File: config.mk
export PLATFORM = sky130hd
export DESIGN_NAME = hall_call_latch_flat
export DESIGN_NICKNAME = d
export VERILOG_FILES = /design/src/rtl/hall_call_latch_if.sv /design/src/rtl/hall_call_latch.sv /design/src/flat_wrapper.sv
export SDC_FILE = /design/constraint.sdc
export NUM_CORES = 1
export LEC_CHECK = 0
export CAP_MARGIN = 0
export CORE_ASPECT_RATIO = 0.8
export CORE_MARGIN = 5
export CORE_UTILIZATION = 45
export CTS_CLUSTER_DIAMETER = 30
export DETAILED_ROUTE_END_ITERATION = 7
export PLACE_DENSITY = 0.73
export SETUP_SLACK_MARGIN = 0.4
export SKIP_LAST_GASP = 1
export SLEW_MARGIN = 20
export SYNTH_ARGS = -nofsm -noshare
export SYNTH_HDL_FRONTEND = slang
export SYNTH_SLANG_ARGS = --single-unit
File: constraint.sdc
create_clock -name clk -period 6.3 [get_ports clk]
set_clock_uncertainty 0.1 [all_clocks]
set_input_delay 0.63 -clock clk [delete_from_list [all_inputs] [get_ports clk]]
set_output_delay 0.63 -clock clk [all_outputs]
set_load 0.03 [all_outputs]
File: src/rtl/hall_call_latch_if.sv
// Hall-call bus between the button front end and its environment.
// master drives raw buttons and served strobes; slave returns pulses, lamps and count.
interface hall_call_latch_if;
  logic [13:0] rawHallButton;
  logic [13:0] servedFloorButton;
  logic [13:0] newFloorButton;
  logic [13:0] hallLamp;
  logic [7:0]  callCount;

  modport master (
    output rawHallButton, servedFloorButton,
    input  newFloorButton, hallLamp, callCount
  );

  modport slave (
    input  rawHallButton, servedFloorButton,
    output newFloorButton, hallLamp, callCount
  );
endinterface

File: src/rtl/hall_call_latch.sv
// Hall-call front end: synchronise, debounce, latch lamps, pulse new calls, count accepts.
// Define HALL_DEBOUNCE_EN to build the DEBOUNCE_CYCLES dwell counters; otherwise deb follows sync2.
module hall_call_latch #(
  parameter int DEBOUNCE_CYCLES = 4
) (
  input logic              clk,
  input logic              reset,
  hall_call_latch_if.slave hc
);
  // Floor 1 has no DOWN call and floor 7 has no UP call.
  localparam logic [13:0] VALID_MASK = 14'h1FFE;

  if (DEBOUNCE_CYCLES < 1 || DEBOUNCE_CYCLES > 255) begin : g_bad_cfg
    $error("DEBOUNCE_CYCLES must be in 1..255");
  end

  logic [13:0] sync1_q, sync2_q;
  logic [13:0] deb_q, deb_d;
  logic [13:0] rise_q;
  logic [13:0] lamp_q, lamp_d;
  logic [13:0] new_q;
  logic [13:0] accept;
  logic [7:0]  count_q, count_d;
  logic [3:0]  n_accept;
  logic [8:0]  count_sum;

  always_ff @(posedge clk or posedge reset) begin
    if (reset) begin
      sync1_q <= '0;
      sync2_q <= '0;
    end else begin
      sync1_q <= hc.rawHallButton & VALID_MASK;
      sync2_q <= sync1_q;
    end
  end

`ifdef HALL_DEBOUNCE_EN
  localparam int CW = $clog2(DEBOUNCE_CYCLES + 1);
  localparam logic [CW-1:0] LAST = CW'(DEBOUNCE_CYCLES - 1);

  for (genvar b = 0; b < 14; b++) begin : g_deb
    logic [CW-1:0] cnt_q, cnt_d;
    logic          deb_bit_d;

    // Dwell counter: any sample agreeing with deb restarts the count.
    always_comb begin
      cnt_d     = '0;
      deb_bit_d = deb_q[b];
      if (sync2_q[b] != deb_q[b]) begin
        if (cnt_q == LAST) deb_bit_d = ~deb_q[b];
        else               cnt_d     = cnt_q + CW'(1);
      end
    end

    always_ff @(posedge clk or posedge reset) begin
      if (reset) cnt_q <= '0;
      else       cnt_q <= cnt_d;
    end

    assign deb_d[b] = deb_bit_d;
  end
`else
  assign deb_d = sync2_q;
`endif

  // Served has priority over a coincident press edge.
  always_comb begin
    accept   = rise_q & ~lamp_q & ~hc.servedFloorButton;
    lamp_d   = (lamp_q | accept) & ~hc.servedFloorButton;
    n_accept = '0;
    for (int b = 0; b < 14; b++) begin
      n_accept = n_accept + {3'b000, accept[b]};
    end
    count_sum = {1'b0, count_q} + {5'b00000, n_accept};
    count_d   = count_sum[8] ? 8'hFF : count_sum[7:0];
  end

  always_ff @(posedge clk or posedge reset) begin
    if (reset) begin
      deb_q   <= '0;
      rise_q  <= '0;
      lamp_q  <= '0;
      new_q   <= '0;
      count_q <= '0;
    end else begin
      deb_q   <= deb_d;
      rise_q  <= deb_d & ~deb_q;
      lamp_q  <= lamp_d;
      new_q   <= accept;
      count_q <= count_d;
    end
  end

  assign hc.newFloorButton = new_q;
  assign hc.hallLamp       = lamp_q;
  assign hc.callCount      = count_q;
endmodule

File: src/flat_wrapper.sv
// flat-port wrapper written by rule: the top's interface ports become plain ports
module hall_call_latch_flat 
#(
  parameter int DEBOUNCE_CYCLES = 4
)
  (clk, reset, hc_rawHallButton, hc_servedFloorButton, hc_newFloorButton, hc_hallLamp, hc_callCount);
  hall_call_latch_if hc_i ();
  input logic clk;
  input logic reset;
  input wire logic [$bits(hc_i.rawHallButton)-1:0] hc_rawHallButton;
  input wire logic [$bits(hc_i.servedFloorButton)-1:0] hc_servedFloorButton;
  output wire logic [$bits(hc_i.newFloorButton)-1:0] hc_newFloorButton;
  output wire logic [$bits(hc_i.hallLamp)-1:0] hc_hallLamp;
  output wire logic [$bits(hc_i.callCount)-1:0] hc_callCount;
  assign hc_i.rawHallButton = hc_rawHallButton;
  assign hc_i.servedFloorButton = hc_servedFloorButton;
  assign hc_newFloorButton = hc_i.newFloorButton;
  assign hc_hallLamp = hc_i.hallLamp;
  assign hc_callCount = hc_i.callCount;
  hall_call_latch #(.DEBOUNCE_CYCLES(DEBOUNCE_CYCLES)) u_core (.clk(clk), .reset(reset), .hc(hc_i));
endmodule
## Word-level counts from Yosys, hierarchy flattened

Cells that the tools add are included.

| cells by class | value |
|---|---|
| add/subtract/negate cells | 14 |
| muxes and demuxes | 1 |
| bitwise logic cells | 8 |

Operators with widths:

| kind | number |
|---|---|
| 4-bit by 1-bit adder with 4-bit output | 12 |
| 14-bit bitwise AND | 3 |
| 14-bit NOT | 2 |
| 13-bit by 14-bit bitwise AND with 14-bit output | 1 |
| 13-bit NOT with 14-bit output | 1 |
| 14-bit OR | 1 |
| 8-bit by 4-bit adder with 9-bit output | 1 |
| 8-bit two-way mux | 1 |
| 1-bit by 1-bit adder with 2-bit output | 1 |

| word-level totals | value |
|---|---|
| flip-flop bits (word level) | 86 |
| input port bits | 30 |
| output and inout port bits | 36 |
| word-level logic and storage cells | 30 |

## Longest topological paths before layout

| depth | value |
|---|---|
| depth in word-level cells | 18 |
| depth in mapped cells | 15 |
| mapped depth without buffers | 15 |

## Worst setup path before layout

Ideal clock, no wire load.

| path | value |
|---|---|
| path kind | input to register |
| start point | input hc_servedFloorButton[10] |
| end point | register u_core.count_q[6], in the netlist u_core.hc.callCount[6] |
| setup time | 0.125 ns |
| data arrival time | 4.693 ns |
| required time | 6.075 ns |
| slack | 1.382 ns |
| cell stages on the path | 15 |
| buffers on the path | 0 |
| path through | nor3b_1 -> inv_1 -> fa_1 -> fa_1 -> fa_1 -> fa_1 -> inv_1 -> ha_1 -> fa_1 -> xor2_1 -> ha_1 -> nor2b_4 -> a221o_4 -> nand3_2 -> mux2_4 |

| between the ends | value |
|---|---|
| longest elaborated chain between the ends | 8 |

Ends and longest elaborated chain:

| element | RTL line | text |
|---|---|---|
| start: declaration | flat_wrapper.sv:11 | `input wire logic [$bits(hc_i.servedFloorButton)-1:0] hc_servedFloorButton;` |
| 14-bit NOT | hall_call_latch.sv:68 | `accept = rise_q & ~lamp_q & ~hc.servedFloorButton;` |
| 14-bit bitwise AND | hall_call_latch.sv:68 |  |
| 4-bit by 1-bit adder with 4-bit output (4 in a row) | hall_call_latch.sv:72 | `n_accept = n_accept + {3'b000, accept[b]};` |
| 8-bit by 4-bit adder with 9-bit output | hall_call_latch.sv:74 | `count_sum = {1'b0, count_q} + {5'b00000, n_accept};` |
| 8-bit two-way mux | hall_call_latch.sv:75 | `count_d = count_sum[8] ? 8'hFF : count_sum[7:0];` |
| via u_core.count_d[6] | hall_call_latch.sv:23 | `logic [7:0] count_q, count_d;` |
| end signal: assignment | hall_call_latch.sv:90 | `count_q <= count_d;` |
| end: declaration | hall_call_latch.sv:23 |  |

The timed path passes the listed nets, and every way through them passes these cells.

## Worst setup path in the final report

| path | value |
|---|---|
| start point | input hc_servedFloorButton[10] |
| end point | register u_core.count_q[6], in the netlist u_core.hc.callCount[6] |

| between the ends | value |
|---|---|
| longest elaborated chain between the ends | 8 |

Ends and longest elaborated chain:

| element | RTL line | text |
|---|---|---|
| 14-bit NOT | hall_call_latch.sv:68 |  |
| 14-bit bitwise AND | hall_call_latch.sv:68 |  |
| via u_core.accept[10] | hall_call_latch.sv:22 | `logic [13:0] accept;` |
| 4-bit by 1-bit adder with 4-bit output (4 in a row) | hall_call_latch.sv:72 |  |
| 8-bit by 4-bit adder with 9-bit output | hall_call_latch.sv:74 |  |
| 8-bit two-way mux | hall_call_latch.sv:75 |  |
| via u_core.count_d[6] | hall_call_latch.sv:23 |  |

The timed path passes the listed nets, and every way through them passes these cells.

==> results.sh <==
export IMPL_die_w_um=99.97
export IMPL_synth_compound_area_share_pct=2.834
export IMPL_area_growth_synth_to_final_pct=31.47
export IMPL_yosys_area_share_simple_pct=12.58
export IMPL_vias=1625
export IMPL_crit_chain="clkdlybuf4s50_1 > nor3b_1 > inv_1 > fa_1 > fa_1 > fa_1 > fa_1 > inv_1 > ha_1 > fa_1 > xor2_1 > ha_1 > nor2b_4 > a221o_4 > nand3_2 > mux2_4"
export IMPL_synth_edf_count=0
export IMPL_arrival_ns=5.37
export IMPL_vias_per_cell=4.380
export IMPL_drt_antenna_violating_nets=0
export IMPL_drt_initial_drc_count=28
export IMPL_cts_tree="done"
export IMPL_tightest_slew_ns=0.7064
export IMPL_worst_path_max_delay_cell="fa_1"
export IMPL_slew_headroom_pct=52.91
export IMPL_fin_setup_tns_ns=0
export IMPL_rsz0062_at_grt="false"
export IMPL_internal_power_mw=0.9113
export IMPL_ys_dominant_reg_cell="dfrtp_1"
export IMPL_post_cts_setup_buffers=0
export IMPL_power_switching_mw=0.3996
export IMPL_path_common_cell="fa_1"
export IMPL_gp_congestion=0.8101
export IMPL_dpl_hpwl_um=3377
export IMPL_synth_xor_area_share_pct=0.6011
export IMPL_antenna_found_initial=0
export IMPL_die_h_um=81.98
export IMPL_cts_resized=0
export IMPL_num_antenna_cells=0
export IMPL_finalNetCount=329
export IMPL_wirelength_um=4597
export IMPL_fmax_mhz=190.8
export IMPL_portBuffers=61
export IMPL_finalMaxSlewViolations=0
export IMPL_pin_count=66
export IMPL_grt_pass1_vias=1714
export IMPL_period_share_pct=83.18
export IMPL_timing_rr_start="u_core.hc.hallLamp[10]"
export IMPL_pwr_share_clk_pct=28.5
export IMPL_overflow=0
export IMPL_avgSynthCellArea_um2=13.88
export IMPL_required_ns=6.43
export IMPL_power_frac_comb_pct=24.6
export IMPL_powerDensity_nw_per_um2=342.2
export IMPL_cts_max_path_buffers=2
export IMPL_finalHoldViolCount=0
export IMPL_synth_cells=210
export IMPL_synthDistinctLibCells=30
export IMPL_ys_seq_area_share_pct=70.42
export IMPL_timing_final_ws_setup_ns=1.060
export IMPL_setup_violations=0
export IMPL_start_util_pct=45.94
export IMPL_core_area_um2=6344
export IMPL_final_cell_mix="82 x dfrtp_1, 61 x clkdlybuf4s50_1, 34 x nor2_1, 20 x inv_1, 14 x nor2b_1"
export IMPL_post_drt_wl_per_cell_um=12.39
export IMPL_status="finished, final reports clean"
export IMPL_seqPwrFrac_pct=46.9
export IMPL_ys_ff_latch=82
export IMPL_num_rows=26
export IMPL_grt_start_max_net_pins=83
export IMPL_start_kind="input port"
export IMPL_cts_buffers=9
export IMPL_synthArstFlopShare_pct=100.0
export IMPL_cp_slowest_stage_delay_ns=0.51
export IMPL_holdBufCountCts=0
export IMPL_die_area_um2=8195
export IMPL_drive_gt1_share_pct=9.059
export IMPL_final_util_pct=60.39
export IMPL_path_clk_slew_ns=0.08
export IMPL_clk_latency_ns=0.34
export IMPL_cap_violations=0
export IMPL_dr_pass1_iters=4
export IMPL_critPathKind="input port to flop"
export IMPL_p_total_mw=1.311
export IMPL_grtUsageTotal_pct=12.70
export IMPL_grt_pass1_wl_um=7893
export IMPL_path_max_fanout=6
export IMPL_path_buf_inv=3
export IMPL_period_needed_ns=5.240
export IMPL_peakVddDrop_mv=0.1699
export IMPL_yosys_warnings=0
export IMPL_worstHoldPathType="flop to flop"
export IMPL_holdWs_ns=0.2525
export IMPL_leakagePower_nw=1.857
export IMPL_synth_mux_area_share_pct=0.8587
export IMPL_cts_num_sinks=82
export IMPL_clock_root_buffer="clkbuf_8"
export IMPL_syn_cell_area_um2=2914
export IMPL_final_common_cell="dfrtp_1"
export IMPL_crit_path_end_kind="flop"
export IMPL_netSwitchingFraction_pct=30.49
export IMPL_crit_start="hc_servedFloorButton[10]"
export IMPL_pre_cts_ws_ns=0.7022
export IMPL_synth_fa_ha_area_share_pct=9.360
export IMPL_drc=0
export IMPL_htree_levels=3
export IMPL_synth_top_family_by_area="simple AND/OR/NAND/NOR gates"
export IMPL_cpLargestDelayFamily="adder cells"
export IMPL_hold_path_startpoint="u_core.sync1_q[8]"
## stage by stage
stage,cells,area [µm²]
after floorplan,211,2918
after global placement,355,3627
after detailed placement,355,3627
after CTS,371,3827
after global routing,371,3831
final,371,3831
## synthesized netlist by cell type (2+ instances only)
library cell / instances / area share, %
dfrtp_1: 82 / 70
nor3b_1: 2 / 0.52
and3_1: 2 / 0.43
nand2_1: 10 / 1.3
fa_1: 8 / 5.5
a21o_1: 2 / 0.52
nand3_1: 3 / 0.52
o21ai_0: 2 / 0.34
inv_1: 21 / 2.7
nor2b_1: 14 / 3.0
nor2_1: 34 / 4.4
buf_4: 2 / 0.52
or3b_2: 3 / 0.90
ha_1: 9 / 3.9
## kinds of logic (layout without fill, tap and decap cells)
kind of cell               after synthesis  count (layout)
DFF                                     82              82
buffers and inverters                   23              99
other                                    1               2
xor gates and xnor gates                 2               2
adders and majority gates               17              17
and+or+nand+nor                         73              73
AOI/OAI and AO/OA                       10              10
muxes                                    2               2
## power by group through the flow
| stage | registers, mW | clock network (mW) | logic [mW] |
|---|---|---|---|
| finish | 0.615 | 0.373 | 0.323 |
| global route | 0.625 | 0.413 | 0.352 |
| CTS | 0.616 | 0.389 | 0.328 |
| detailed placement | 0.626 | 0 | 0.326 |
| global placement | 0.624 | 0 | 0.317 |
| floorplan | 0.684 | 0 | 0.146 |
## final timing paths
check	cells after the start	end	slack [ns]
max in group asynchronous	3	u_core.hc.callCount[2]	4.93
max reg2reg	15	u_core.hc.callCount[6]	1.36
min in group asynchronous	3	u_core.sync1_q[3]	0.67
max	16	u_core.hc.callCount[6]	1.06
min	0	u_core.deb_d[8]	0.25
min reg2reg	0	u_core.deb_d[8]	0.25
## routing by layer
metal  global-route usage (%)  share of wire (%)  vias up
met5                        0                  0        -
met2                    19.04                 48       39
li1                         -                  -      796
met4                    3.230               0.28        0
met1                    17.03                 46      788
met3                    5.688                5.5        2
## registers in the layout, indices dropped and copies added, names as in the netlist
name,cells
u_core.hc.hallLamp,14
u_core.deb_d,12
u_core.deb_q,12
u_core.hc.newFloorButton,12
u_core.rise_q,12
u_core.sync1_q,12
u_core.hc.callCount,8
## layout make-up
cell class	instances	area, µm²
Timing Repair Buffer	62	621.8
Clock buffer	9	123.9
Inverter	21	80.08
Sequential cell	82	2052
Fill cell	530	2512
Tap cell	84	105.1
Multi-Input combinational cell	106	772.0
Clock inverter	7	76.32
No activity file was read; power rests on OpenSTA's default activity.
